<file path="src/rtl/big_core_cr_mem.sv">
// Control-register block for the board I/O: 7-seg/LED drive, synchronized buttons and switches, cycle counter.
// Define BIG_CORE_CR_DEBOUNCE_EN to insert per-bit debounce counters after the synchronizers.
module big_core_cr_mem #(
   parameter int DEBOUNCE_CYCLES = 16
) (
   input  logic        Clk,
   input  logic        Rst,
   input  logic [31:0] data,
   input  logic [31:0] address,
   input  logic        wren,
   input  logic        rden,
   output logic [31:0] q,
   input  logic        Button_0,
   input  logic        Button_1,
   input  logic [9:0]  Switch,
   output logic [7:0]  SEG7_0,
   output logic [7:0]  SEG7_1,
   output logic [7:0]  SEG7_2,
   output logic [7:0]  SEG7_3,
   output logic [7:0]  SEG7_4,
   output logic [7:0]  SEG7_5,
   output logic [9:0]  LED
);

   localparam logic [7:0] OFF_SEG0     = 8'h00;
   localparam logic [7:0] OFF_SEG1     = 8'h04;
   localparam logic [7:0] OFF_SEG2     = 8'h08;
   localparam logic [7:0] OFF_SEG3     = 8'h0C;
   localparam logic [7:0] OFF_SEG4     = 8'h10;
   localparam logic [7:0] OFF_SEG5     = 8'h14;
   localparam logic [7:0] OFF_LED      = 8'h18;
   localparam logic [7:0] OFF_BUTTON_0 = 8'h1C;
   localparam logic [7:0] OFF_BUTTON_1 = 8'h20;
   localparam logic [7:0] OFF_SWITCH   = 8'h24;
   localparam logic [7:0] OFF_CYCLE    = 8'h28;
   localparam logic [7:0] OFF_BTN_EDGE = 8'h2C;

   // Input vector layout: [0]=Button_0, [1]=Button_1, [11:2]=Switch
   logic [11:0] w_raw;
   logic [11:0] r_sync1;
   logic [11:0] r_sync2;
   logic [11:0] w_deb;

   logic [7:0]  r_seg [6];
   logic [9:0]  r_led;
   logic [31:0] r_cycle;
   logic [1:0]  r_btn_edge;
   logic [1:0]  r_btn_prev;
   logic [31:0] r_q;

   logic [7:0]  w_off;
   logic [31:0] w_rdata;
   logic [1:0]  w_btn_rise;
   logic [1:0]  w_btn_clr;
   logic        w_unused;

   assign w_raw    = {Switch, Button_1, Button_0};
   assign w_off    = address[7:0];
   assign w_unused = &{1'b0, address[31:8], data[31:10]};

   always_ff @(posedge Clk) begin
      if (Rst) begin
         r_sync1 <= '0;
         r_sync2 <= '0;
      end else begin
         r_sync1 <= w_raw;
         r_sync2 <= r_sync1;
      end
   end

`ifdef BIG_CORE_CR_DEBOUNCE_EN
   localparam int CW = (DEBOUNCE_CYCLES > 1) ? $clog2(DEBOUNCE_CYCLES) : 1;
   localparam logic [CW-1:0] CNT_LAST = CW'(DEBOUNCE_CYCLES - 1);

   logic [11:0]   r_deb;
   logic [CW-1:0] r_cnt [12];

   // A bit only follows its synchronized input after DEBOUNCE_CYCLES consecutive differing cycles
   always_ff @(posedge Clk) begin
      if (Rst) begin
         r_deb <= '0;
         for (int i = 0; i < 12; i++) r_cnt[i] <= '0;
      end else begin
         for (int i = 0; i < 12; i++) begin
            if (r_sync2[i] == r_deb[i]) begin
               r_cnt[i] <= '0;
            end else if (r_cnt[i] == CNT_LAST) begin
               r_deb[i] <= r_sync2[i];
               r_cnt[i] <= '0;
            end else begin
               r_cnt[i] <= r_cnt[i] + 1'b1;
            end
         end
      end
   end

   assign w_deb = r_deb;
`else
   assign w_deb = r_sync2;
`endif

   assign w_btn_rise = w_deb[1:0] & ~r_btn_prev;
   assign w_btn_clr  = (wren && (w_off == OFF_BTN_EDGE)) ? data[1:0] : 2'b00;

   always_comb begin
      w_rdata = '0;
      case (w_off)
         OFF_SEG0:     w_rdata = {24'b0, r_seg[0]};
         OFF_SEG1:     w_rdata = {24'b0, r_seg[1]};
         OFF_SEG2:     w_rdata = {24'b0, r_seg[2]};
         OFF_SEG3:     w_rdata = {24'b0, r_seg[3]};
         OFF_SEG4:     w_rdata = {24'b0, r_seg[4]};
         OFF_SEG5:     w_rdata = {24'b0, r_seg[5]};
         OFF_LED:      w_rdata = {22'b0, r_led};
         OFF_BUTTON_0: w_rdata = {31'b0, w_deb[0]};
         OFF_BUTTON_1: w_rdata = {31'b0, w_deb[1]};
         OFF_SWITCH:   w_rdata = {22'b0, w_deb[11:2]};
         OFF_CYCLE:    w_rdata = r_cycle;
         OFF_BTN_EDGE: w_rdata = {30'b0, r_btn_edge};
         default:      w_rdata = '0;
      endcase
   end

   // Read data is sampled from current register state, so a same-cycle write is not visible
   always_ff @(posedge Clk) begin
      if (Rst) begin
         for (int i = 0; i < 6; i++) r_seg[i] <= 8'hFF;
         r_led      <= '0;
         r_cycle    <= '0;
         r_btn_edge <= '0;
         r_btn_prev <= '0;
         r_q        <= '0;
      end else begin
         r_cycle    <= r_cycle + 32'd1;
         r_btn_prev <= w_deb[1:0];
         r_btn_edge <= (r_btn_edge & ~w_btn_clr) | w_btn_rise;
         if (rden) r_q <= w_rdata;
         if (wren) begin
            case (w_off)
               OFF_SEG0: r_seg[0] <= data[7:0];
               OFF_SEG1: r_seg[1] <= data[7:0];
               OFF_SEG2: r_seg[2] <= data[7:0];
               OFF_SEG3: r_seg[3] <= data[7:0];
               OFF_SEG4: r_seg[4] <= data[7:0];
               OFF_SEG5: r_seg[5] <= data[7:0];
               OFF_LED:  r_led    <= data[9:0];
               default:  ;
            endcase
         end
      end
   end

   assign q      = r_q;
   assign SEG7_0 = r_seg[0];
   assign SEG7_1 = r_seg[1];
   assign SEG7_2 = r_seg[2];
   assign SEG7_3 = r_seg[3];
   assign SEG7_4 = r_seg[4];
   assign SEG7_5 = r_seg[5];
   assign LED    = r_led;

endmodule

</file>
<file path="config.mk">
export PLATFORM = sky130hd
export DESIGN_NAME = big_core_cr_mem
export DESIGN_NICKNAME = d
export VERILOG_FILES = /design/src/rtl/big_core_cr_mem.sv
export SDC_FILE = /design/constraint.sdc
export NUM_CORES = 1
export LEC_CHECK = 0
export BUFFER_PORTS_ARGS = -buffer_cell sky130_fd_sc_hd__buf_2
export CELL_PAD_IN_SITES_DETAIL_PLACEMENT = 1
export CELL_PAD_IN_SITES_GLOBAL_PLACEMENT = 2
export CORE_AREA = 2 2 161 131
export CTS_CLUSTER_DIAMETER = 80
export CTS_CLUSTER_SIZE = 30
export DETAILED_ROUTE_END_ITERATION = 6
export DIE_AREA = 0 0 163 133
export PLACE_DENSITY_LB_ADDON = 0.1
export SLEW_MARGIN = 20
export SYNTH_ARGS = -nofsm -noshare
export SYNTH_HDL_FRONTEND = slang
export SYNTH_SLANG_ARGS = --single-unit
</file>
<file path="constraint.sdc">
create_clock -name Clk -period 2.49 [get_ports Clk]
set_clock_uncertainty 0.1 [all_clocks]
set_input_delay 0.249 -clock Clk [delete_from_list [all_inputs] [get_ports Clk]]
set_output_delay 0.249 -clock Clk [all_outputs]
set_load 0.01 [all_outputs]
</file>
Word-level counts from Yosys, hierarchy flattened
Memory sizes are Yosys's and may differ from the RTL's.
Cells that the tools add are included.

cells by class
  add/sub/neg operators = 1
  $mul = 0
  eq/ne operators = 11
  reductions and logical operators = 3
  div/mod/pow operators = 0
  shift operators = 0
  order comparisons = 0
  bitwise gates (word level) = 11
  multiplexer cells = 34

operators by type and width
  cell                   count
  $pmux 32 s12           1
  $mux 8                 6
  $add 32x1->32 const B  1
  $eq 8x5->1 const B     4
  $eq 8x6->1 const B     4
  $mux 1                 26
  $eq 8x4->1 const B     2
  $eq 8x3->1 const B     1
  $logic_not 8->1        1
  $or 1x1->1             6
  $and 2x2->2            2
  $not 2->2              2
  $mux 2                 1
  $or 2x2->2             1
  $reduce_and 2->1       1
  $logic_and 1x1->1      1

storage, ports and cells
  memories = 1
  bits of input ports = 80
  bits in registers = 102
  output and inout bits = 90
  bits in read-only memories = 0
  bits in writable memories = 48
  bits in latches = 0

memory list
  name   words  width  read ports  clocked after Yosys merged registers in  wr ports  line  text
  r_seg  6      8      6           0                                        6         44    logic [7:0] r_seg [6];

Longest topological paths before layout
Gate-level depths: netlist of run 1.

  depth in word-level cells = 6
  mapped depth = 7

Worst setup path after synthesis of run 1
OpenSTA, ideal clock, no wires.

  kind = input port to flip-flop
  start = input port address[2]
  end = memory r_seg[2][0] (enable)
  stages = 4
  setup time = 375 ps
  arrival = 1489 ps
  path slack = 526 ps
  path buffers = 2
  cells stage by stage = buf_2 -> or4b_1 -> buf_2 -> o21bai_1

RTL lines
  item             line  text
  start, declared  9     input logic [31:0] address,
  end, declared    44

Final worst setup path of run 1
  start = register r_cycle[0]
  end = register r_cycle[28]

on the way
  cells in the longest elaborated chain, start to end = 1

ends and longest elaborated chain
  item                    line  text
  start, declared         46    logic [31:0] r_cycle;
  start signal, assigned  134   r_cycle <= r_cycle + 32'd1;
  $add 32x1->32           134

Every way passes these cells.
A chain may end at the register's enable or synchronous reset.

==> qor.yml, run 1 <==
synthesis:
  synth.most_common_cell: "dfxtp_1"
  yosys_warnings: 0
  ys_ff_latch: 150
  yosys.area.top_type: "dfxtp_1"
  syn-cell-area_mm2: 0.00632
  ys_seq_area_frac: 0.551
  async_flop_share: 0
  synth_cells: 598
  yosysUniqueCellTypes: 57
  synth_top_flop_cell: "dfxtp_1"
  synth_area_leaders: "dfxtp_1 (32%), edfxtp_1 (23%), nor2_1 (4.0%), nor2b_1 (3.7%), a22oi_1 (3.3%)"
  syn_avg_cell_area_um2: 10.6
  syn_nets: 679
  synth_top_area_frac: 0.323
  synth-edff-count: 48
  netlist_top_cells_count: "dfxtp_1 (102), nor2_1 (68), edfxtp_1 (48)"
floorplanning:
  io_pins: 170
  die_y_um: 133
  die_width_um: 163
  die_area_mm2: 0.0217
  rows: 47
  start_util: 0.312
  coreArea_mm2: 0.0203
grt:
  globalRouteOverflowTotal: 0
  grt_usage: 0.191
  grt_pass1_wl_um: 31100
  antenna_found_initial: 1
  grt_max_degree: 95
  grt_pass1_vias: 5359
pwr:
  peakVddDrop_v: 0.000381
  power_leakage_nw: 2.90
  power.density_mw_per_mm2: 672
worst_setup_path:
  cp_data_required_time_ns: 2.69
  critPathMaxFanout: 11
  critPathArrivalTime_ns: 2.36
  worstSetupStartpointType: "register"
  crit_path_end_kind: "register"
  critPathKind: "reg -> reg"
sta:
  setup_viol: 0
  period_share: 0.870
  finalSetupTns_ns: 0
  fin_crit_ns: 2.17
  rsz0062_at_grt: "false"
  tightest_slew_ns: 0.586
  hold-worst-slack_ns: 0.0793
  final_max_slew_viol_count: 0
  slew_headroom: 0.608
  finalHoldViolCount: 0
  fmax_ghz: 0.461
finish:
  num-fill-cells: 2301
  area_growth_pct: 26.5
  diodes: 0
  multi_input_area_mm2: 0.00266
  seq_area_mm2: 0.00348
  fin_area_mm2: 0.00800
  nets: 823
  final_layout_size_suffix_gt1_frac: 0.270
routing:
  route.detailed.drc: 0
  avgRoutedWirePerCell_um: 19.6
  ant_nets: 0
  dr.first_iter.drc_count: 323
  routed_wl_um: 20100
  vias_per_cell: 4.99
  dr.pass1.iters: 4
  via_count: 5111
clocking:
  clock_path_buffers: 2
  cts-root-buf: "clkbuf_16"
  path_clk_slew_ns: 0.06
  worstSkewPairLatency_ns: 0.42
  numCtsBuffers: 17
  htreeDepth: 4
  clock_sinks: 150
  cts_resized: 0
  cts_tree: "built"
place:
  post-dp-hpwl_um: 14600
  place_area_mm2: 0.00732
  numPortBuffers: 123
  place.gp.congestion: 0.831
job:
  maxCapViolCount: 0
run_status:
  status: "finished clean"
hold_path:
  hold_class: "in -> reg"
==> flip-flops by register name (all words and copies together), names as in the netlist <==
signal	flops
r_seg	48
q	32
r_cycle	32
r_sync1	12
r_sync2	12
LED	10
r_btn_edge	2
r_btn_prev	2
==> path summary, 6_finish.rpt <==
check,start,end,slack (ns),cells past startpoint
worst max-delay path,r_cycle[0],r_cycle[28],0.32,6
worst min-delay path,data[2],LED[2],0.08,3
worst max register to register,r_cycle[0],r_cycle[28],0.32,6
worst min register to register,r_sync1[3],r_sync2[3],0.34,1
==> cell families after synthesis <==
family          share of synthesized area
simple gates                        0.233
flops                               0.551
compound gates                      0.107
buf+inv                            0.0285
xor+xnor                           0.0360
mux                                0.0418
fa+ha+maj                         0.00198
==> worst max-delay path: stages, from the launching register on <==
cell and delay (ns):
dfxtp_1 0.45, ha_1 0.27, nand2_1 0.12, or4_4 0.55, nor4_2 0.33, xnor2_1 0.16
nor2_1 0.06
==> where the power goes <==
part	internal, W	leakage, nW	total, W	switching [W]
Clock	0.00136	0.252	0.00239	0.00103
Combinational	0.000137	1.34	0.000356	0.000219
Sequential	0.00259	1.31	0.00263	0.0000415
==> metrics by stage <==
step / utilization / setup WS [ns] / std cells / power, W
finish: 0.394 / 0.323 / 1024 / 0.00537
global route: 0.394 / 0.162 / 1024 / 0.00557
CTS: 0.394 / 0.305 / 1024 / 0.00545
detailed placement: 0.361 / 0.232 / 978 / 0.00302
global placement: 0.361 / 0.292 / 978 / 0.00301
floorplan: - / 0.526 / 598 / 0.00283
==> layout make-up <==
class	count	area share
multi-input cells	406	0.333
repair buffers	161	0.119
inverters	6	0.00282
flip-flops and latches	150	0.436
clock inverters	13	0.0133
well taps	269	0.0421
clock buffers	19	0.0541
==> layer usage <==
layer / vias up / share of wire / global-route usage
li1: 2447 / - / -
met1: 2516 / 0.49 / 0.272
met2: 125 / 0.44 / 0.286
met3: 23 / 0.057 / 0.0461
met4: 0 / 0.017 / 0.0615
met5: - / 0 / 0
==> what timing repair did <==
item / 4_1_cts / 5_1_grt
setup buffers: 0 / 0
endpoints found under the hold margin: 14 / 0
hold buffers: 14 / 0
endpoints found under the setup margin: 0 / 0
==> placed cells by master, fill, tap and decap left out, types with 14 or more instances in the layout <==
master	instances
buf_2	122
dfxtp_1	102
nor2_1	68
edfxtp_1	48
nor2b_1	37
nand2_1	34
or2_1	32
nand3_1	28
a22oi_1	28
buf_4	24
xnor2_1	20
or3_1	19
a21oi_1	19
clkbuf_16	17
dlygate4sd3_1	14
(Power assumes the default switching activity.)
==> inputs of run 2 (changes only) <==
- CORE_AREA: 2 2 161 131 -> 2 2 154 126
- DIE_AREA: 0 0 163 133 -> 0 0 156 128
- clock period: 2.49 -> 2.7 ns (I/O delays scaled with it)
==> qor.yml, run 2 (same netlist as run 1, synthesis figures left out) <==
floorplanning:
  coreArea_mm2: 0.0185
  rows: 45
  start_util: 0.341
  die_y_um: 128
  io_pins: 170
  die_width_um: 156
  die_area_mm2: 0.0200
worst_setup_path:
  r2r_cells: 6
  worstSetupStartpointType: "register"
  r2r_end: "r_cycle[30]"
  reg2reg_from: "r_cycle[0]"
  crit_path_end_kind: "register"
  critPathKind: "reg -> reg"
  critPathArrivalTime_ns: 2.38
  cp_data_required_time_ns: 2.90
  critPathMaxFanout: 11
  reg2reg_setup_slack_ns: 0.52
sta:
  final_max_slew_viol_count: 0
  finalSetupTns_ns: 0
  setup_viol: 0
  rsz0062_at_grt: "false"
  period_share: 0.806
  slew_headroom: 0.557
  finalHoldViolCount: 0
  fin_crit_ns: 2.18
  fin_ws_ns: 0.522
  fmax_ghz: 0.459
  hold-worst-slack_ns: 0.0427
  tightest_slew_ns: 0.662
job:
  maxCapViolCount: 0
grt:
  antenna_found_initial: 0
  grt_usage: 0.204
  grt_pass1_vias: 5251
  grt_max_degree: 89
  grt_pass1_wl_um: 30300
  globalRouteOverflowTotal: 0
pwr:
  p_int_w: 0.00387
  p_switching_w: 0.00120
  combPwrFrac: 0.064
  seqPwrFrac: 0.478
  clockPowerShare: 0.458
  peakVddDrop_v: 0.000404
  power_leakage_nw: 2.91
  power.density_mw_per_mm2: 638
  swShare: 0.237
  finalPower_w: 0.00507
place:
  numPortBuffers: 123
  preCtsSetupSlack_ns: 0.358
  place.gp.congestion: 0.833
  place_area_mm2: 0.00724
  post-dp-hpwl_um: 14400
clocking:
  cts_tree: "built"
  path_clk_slew_ns: 0.06
  worstSkewPairLatency_ns: 0.43
  numCtsBuffers: 17
  cts-root-buf: "clkbuf_16"
  clock_path_buffers: 2
  postCtsSetupBuffers: 0
  htreeDepth: 4
  clock_sinks: 150
finish:
  area_growth_pct: 25.6
  nets: 816
  final_layout_size_suffix_gt1_frac: 0.270
  largest_reg_flops: 48
  diodes: 0
  largest_register: "r_seg"
  final_common_cell: "buf_2"
  fin_area_mm2: 0.00794
  mostFrequentLayoutCells: "buf_2 (122), dfxtp_1 (102), nor2_1 (68), edfxtp_1 (48), nor2b_1 (37)"
hold_path:
  hold_start: "data[9]"
  hold_class: "in -> reg"
  hold-path-cell-count: 3
  holdPathEnd: "LED[9]"
routing:
  via_count: 5115
  vias_per_cell: 5.20
  ant_nets: 0
  route.detailed.drc: 0
  avgRoutedWirePerCell_um: 20.1
  dr.pass1.iters: 4
  dr.first_iter.drc_count: 308
  routed_wl_um: 19700
run_status:
  status: "finished clean"
## run 2: critical path, cell delays in order, from the launching register on
cell and delay [ns]:
dfxtp_1 0.45, ha_1 0.27, nand2_1 0.13, or4_4 0.55
nor4_2 0.34, xnor2_1 0.15, nor2_1 0.05
## run 2: how the worst max path moves through the flow
stage                          start          end  cells past startpoint
after floorplan           address[2]  r_seg[2][0]                      4
after global placement    address[1]  r_seg[3][0]                      5
after detailed placement  address[4]       LED[8]                      6
after CTS                 r_cycle[0]  r_cycle[30]                      6
after global routing      r_cycle[0]  r_cycle[30]                      6
final                     r_cycle[0]  r_cycle[30]                      6
## run 2: final cells by class
cell class / instances / area, um^2
Sequential cell: 150 / 3480
Tap cell: 235 / 294
Timing Repair Buffer: 154 / 893
Inverter: 6 / 22.5
Multi-Input combinational cell: 406 / 2660
Fill cell: 2074 / 10600
Clock buffer: 22 / 518
Clock inverter: 10 / 66.3
## run 2: what timing repair did
action,4_1_cts,5_1_grt
hold buffers,12,0
endpoints found under the hold margin,12,0
gates resized for setup,0,0
## run 2: per-stage QoR
step / instances / util
6_report: 983 / 0.429
2_1_floorplan: 598 / -
5_1_grt: 983 / 0.429
3_3_place_gp: 939 / 0.391
3_5_place_dp: 939 / 0.391
4_1_cts: 983 / 0.429
## run 2: per-layer routing
metal / vias up / wire length, um / share of wire / GRT usage
li1: 2432 / - / - / -
met1: 2515 / 9470 / 0.48 / 0.281
met2: 140 / 8710 / 0.44 / 0.310
met3: 28 / 1230 / 0.062 / 0.0554
met4: 0 / 340 / 0.017 / 0.0675
met5: - / 0 / 0 / 0
## run 2: power by group through the flow
| stage | logic [W] | registers [W] | clock network, W |
|---|---|---|---|
| 2_1_floorplan | 0.000135 | 0.00248 | 0 |
| 3_3_place_gp | 0.000305 | 0.00247 | 0 |
| 3_5_place_dp | 0.000309 | 0.00247 | 0 |
| 4_1_cts | 0.000324 | 0.00242 | 0.00238 |
| 5_1_grt | 0.000347 | 0.00243 | 0.00247 |
| 6_report | 0.000324 | 0.00242 | 0.00232 |
